## config.mk

```make
export PLATFORM = sky130hd
export DESIGN_NAME = run_monitor
export DESIGN_NICKNAME = d
export VERILOG_FILES = /design/src/rtl/run_monitor.sv
export SDC_FILE = /design/constraint.sdc
export NUM_CORES = 1
export LEC_CHECK = 0
export BUFFER_PORTS_ARGS = -buffer_cell sky130_fd_sc_hd__buf_4
export CAP_MARGIN = 30
export CORE_ASPECT_RATIO = 1.1
export CORE_UTILIZATION = 44
export DETAILED_ROUTE_END_ITERATION = 16
export GPL_ROUTABILITY_DRIVEN = 0
export GPL_TIMING_DRIVEN = 0
export PLACE_DENSITY_LB_ADDON = 0.25
export SYNTH_ARGS = -nofsm -noshare
export SYNTH_HDL_FRONTEND = slang
export SYNTH_SLANG_ARGS = --single-unit
```

## constraint.sdc

```tcl
create_clock -name clk -period 4.1 [get_ports clk]
set_input_delay 0.82 -clock clk [delete_from_list [all_inputs] [get_ports clk]]
set_output_delay 0.82 -clock clk [all_outputs]
set_load 0.02 [all_outputs]
```

## src/rtl/run_monitor.sv

```systemverilog
// run_monitor: watches the core's data bus for a store to the halt address,
// counts run/stall cycles until then, and afterwards streams a block of dmem
// words out through a valid/ready port.
module run_monitor #(
  parameter int          DATA_W     = 32,
  parameter int          AW         = 16,
  parameter int          DUMP_WORDS = 200,
  parameter logic [31:0] HALT_ADDR  = 32'h0000_7fff
) (
  input  logic              clk,
  input  logic              rst,
  input  logic              stall,
  input  logic [DATA_W-1:0] daddr,
  input  logic [DATA_W-1:0] wdata,
  input  logic              we,
  output logic [AW-1:0]     dump_a,
  input  logic [DATA_W-1:0] dump_rd,
  output logic              dump_valid,
  input  logic              dump_ready,
  output logic [DATA_W-1:0] dump_data,
  output logic [AW-1:0]     dump_idx,
  output logic              halt,
  output logic              done,
  output logic [DATA_W-1:0] result,
  output logic [31:0]       cycle_count,
  output logic [31:0]       stall_count
);

  localparam logic [1:0] ST_RUN  = 2'd0;
  localparam logic [1:0] ST_DUMP = 2'd1;
  localparam logic [1:0] ST_DONE = 2'd2;

  localparam logic [DATA_W-1:0] HALT_CMP  = DATA_W'(HALT_ADDR);
  localparam logic [AW-1:0]     LAST_IDX  = AW'(DUMP_WORDS - 1);
  localparam logic [31:0]       CNT_MAX   = 32'hFFFF_FFFF;

  logic [1:0]        state_q, state_d;
  logic [AW-1:0]     idx_q, idx_d;
  logic              halt_q, halt_d;
  logic              done_q, done_d;
  logic [DATA_W-1:0] result_q, result_d;
  logic [31:0]       cycle_count_q, cycle_count_d;
  logic [31:0]       stall_count_q, stall_count_d;
  logic              trigger_s;
  logic              in_dump_s;

  // Halt trigger: a store whose full address matches the halt address.
  assign trigger_s = we && (daddr == HALT_CMP);
  assign in_dump_s = (state_q == ST_DUMP);

  // Next-state, counter, capture and dump-index logic.
  always_comb begin
    state_d       = state_q;
    idx_d         = idx_q;
    halt_d        = halt_q;
    done_d        = done_q;
    result_d      = result_q;
    cycle_count_d = cycle_count_q;
    stall_count_d = stall_count_q;
    case (state_q)
      ST_RUN: begin
        if (trigger_s) begin
          // The trigger cycle itself is not counted, even if stalled.
          result_d = wdata;
          halt_d   = 1'b1;
          idx_d    = {AW{1'b0}};
          state_d  = ST_DUMP;
        end else begin
          if (cycle_count_q != CNT_MAX) begin
            cycle_count_d = cycle_count_q + 32'd1;
          end else begin
            cycle_count_d = cycle_count_q;
          end
          if (stall && (stall_count_q != CNT_MAX)) begin
            stall_count_d = stall_count_q + 32'd1;
          end else begin
            stall_count_d = stall_count_q;
          end
        end
      end
      ST_DUMP: begin
        if (dump_ready) begin
          if (idx_q == LAST_IDX) begin
            done_d  = 1'b1;
            state_d = ST_DONE;
          end else begin
            idx_d = idx_q + {{(AW-1){1'b0}}, 1'b1};
          end
        end else begin
          idx_d = idx_q;
        end
      end
      ST_DONE: begin
        state_d = ST_DONE;
      end
      default: begin
        // Unreachable encoding: park the core frozen rather than resume it.
        halt_d  = 1'b1;
        done_d  = 1'b1;
        state_d = ST_DONE;
      end
    endcase
  end

  // State registers with asynchronous reset.
  always_ff @(posedge clk or posedge rst) begin
    if (rst) begin
      state_q       <= ST_RUN;
      idx_q         <= {AW{1'b0}};
      halt_q        <= 1'b0;
      done_q        <= 1'b0;
      result_q      <= {DATA_W{1'b0}};
      cycle_count_q <= 32'd0;
      stall_count_q <= 32'd0;
    end else begin
      state_q       <= state_d;
      idx_q         <= idx_d;
      halt_q        <= halt_d;
      done_q        <= done_d;
      result_q      <= result_d;
      cycle_count_q <= cycle_count_d;
      stall_count_q <= stall_count_d;
    end
  end

  // Dump port: decoded from the state register; read data passes straight through.
  assign dump_valid  = in_dump_s;
  assign dump_a      = in_dump_s ? idx_q : {AW{1'b0}};
  assign dump_idx    = in_dump_s ? idx_q : {AW{1'b0}};
  assign dump_data   = in_dump_s ? dump_rd : {DATA_W{1'b0}};

  assign halt        = halt_q;
  assign done        = done_q;
  assign result      = result_q;
  assign cycle_count = cycle_count_q;
  assign stall_count = stall_count_q;

endmodule

```

==> metrics.txt <==
status finished, final reports clean; CTS Buffer Depth 2; first-pass GRT wire length 27.8 mm; Worst Path Required approximately 3.3 ns; crit path kind reg -> out; Syn Std Cell Area about 6200 um^2; Hold-fix buffers, CTS 0; clk_lat worst skew 0.40 ns; post-layout util roughly 66%; H-tree depth 4; PwrDens roughly 300 nW/um^2; Worst-Margin Slew slightly above 1 ns; total track usage around a quarter; I/O Buffers ~260; maximum vdd drop slightly below 0.3 mV; Post-CTS Setup Inserts 0; Layout Skew 0.0115 ns; ys flop type dfrtp_1; layout cells sized above 1 about two fifths; row cnt 45; routed wire length between 15 and 20 mm; worst path cell trace inv_1, ha_1, clkbuf_1, clkbuf_1, and2_1, buf_4, buf_4; final worst path period share roughly four fifths; sequential power share between 40% and 50%; DR WL/cell about 17 um; TritonRoute pass-1 iters 5; initial antenna violation count 0; Leak about 4.4 nW; Initial Util ~45%; Distinct cells, synth between 50 and 60; via count about 5800; routed vias/inst approximately 5.4; Worst Path Arrival between 2 and 2.5 ns; Worst Hold Class reg -> reg; Mapped Avg Cell Area 10.6 um^2; critical path launch point type flop; clock sink total 116; Slew Viols, Final 0; Pwr Total about 2.7 mW; max_cap viols 0; Tmin final between 3 and 4 ns; worst-path fanout max 10; register area share after synthesis between 40 and 50%; Top Family by Delay on Critical Path buffers and inverters; final hold slack ~0.46 ns; largest net degree at the start of global routing 63; vias in the first global route approximately 5700; Yosys warnings 0; IO Pins between 200 and 300; Worst path slowest cell clkbuf_1; P_sw just under 0.6 mW; Root Driver clkbuf_16; Slew headroom 30.9%; number of flops mapped to enable cells by yosys 0; switch share about 22%; RSZ-0062 raised after global routing false; Syn-to-layout area delta 45.7%; flop and latch count out of synthesis around 120; power share of the combinational group ~3.8%; Pint 2.11 mW; most common cell after layout, fill and taps aside buf_4; post-route non-filler standard cell count around 1100; Hold Violations, Final 0; Syn Nets a little under 700; Final Net Count 975; Routed Antenna Nets 0; Clock Pin Slew Worst Setup and Hold Paths around 0.050 ns; Final Setup Violations 0; commonest cells after routing, fill and taps aside buf_4 (279), dfrtp_1 (116), and2_1 (54); Peak Freq 308 MHz; # diodes 0; CP max stage delay approximately 0.40 ns; crit path buf inv count 5; filler instances approximately 1100; Synth async-reset ratio 100%; cts repair resizes 0; total CTS buffers 17; Core ar. 13700 um^2; die width between 100 and 150 um; DP Wirelength approximately 14 mm; CP Capture Type output pin; clock network fraction of total power 53.6%; chip height about 130 um; Cells after DPL 1037; cell count after synthesis 584; total gr overflow 0; Detailed Route Iter0 Violations 245; die area 14500 um^2; CTS tree yes; drc violations 0
-- metal layers --
layer	up-vias	track usage, %	part of all wire, %
li1	2692	-	-
met1	2760	27.6	37
met2	276	44.3	54
met3	27	5.16	7.4
met4	0	9.17	1.7
met5	-	0	0
-- cell type report --
cell class                 count  area (um^2)  share of cell area, %
buffer                        43          231                   2.57
clock buffer                  17          425                   4.72
clock inverter                15          156                   1.74
inverter                      11         43.8                  0.486
multi-input combinational    414         3000                   33.4
sequential                   116         2900                   32.2
tap                          188          235                   2.61
timing repair buffer         265         2010                   22.3
-- power by group through the flow --
stage	Combinational [mW]	Sequential, mW	Clock [mW]
6_report	0.102	1.15	1.44
5_1_grt	0.112	1.14	1.52
4_1_cts	0.105	1.15	1.46
3_5_place_dp	0.105	1.17	0
3_3_place_gp	0.0977	1.17	0
2_1_floorplan	0.0208	1.17	0
-- stage by stage --
step                setup TNS, ns  area, um^2  worst slack (ns)
detailed placement              0        8420             0.677
global route                    0        9010             0.674
floorplan                       0        6180             0.208
CTS                             0        9010             0.787
global placement          -119.44        8390             -1.04
finish                          0        9010             0.852
-- synthesized netlist by cell type, drive strengths merged (4+ instances only) --
cell	number	area (um^2)
and3	16	100
xor2	13	114
a31oi	5	37.5
nand3	40	200
buf	25	164
nand2	23	86.3
nor4	13	111
o31ai	19	153
nor3	11	55.1
and2	54	338
o21ai	6	30.0
or3	8	50.1
clkbuf	18	67.6
and4	13	114
nand4	45	282
nor2	14	52.6
ha	6	75.1
or4	6	45.0
inv	10	37.5
xnor2	49	429
mux2	34	383
o41ai	4	50.1
dfrtp	116	2900
-- state kept, by name (all words and copies together) (netlist names) --
name	flops
result	32
stall_count	32
done	1
state_q	2
cycle_count	32
halt	1
idx_q	16
-- kinds of logic (layout without fill, tap and decap cells) --
kind of cell	Yosys count	count (layout)	synth area share (%)
AND/OR/NAND/NOR	261	261	25.7
flip-flops	116	116	47.0
XOR/XNOR	62	62	8.79
buffers and inverters	54	351	4.41
AO/OA/AOI/OAI	49	49	6.42
multiplexers	36	36	6.52
adder cells (fa/ha/maj)	6	6	1.21
-- final timing paths --
kind | end | from | slack (ns) | cells after the start
max reg2reg | cycle_count[8]$_DFFE_PP0P_ | cycle_count[4]$_DFFE_PP0P_ | 1.38 | 6
min reg2reg | done$_DFFE_PP0P_ | done$_DFFE_PP0P_ | 0.46 | 1
min | done$_DFFE_PP0P_ | done$_DFFE_PP0P_ | 0.46 | 1
min in group asynchronous | result[6]$_DFFE_PP0P_ | rst | 0.54 | 2
max in group asynchronous | cycle_count[9]$_DFFE_PP0P_ | rst | 2.83 | 3
max | dump_idx[15] | state_q[1]$_DFFE_PP0P_ | 0.85 | 7
No activity file was read; power rests on OpenSTA's default activity.
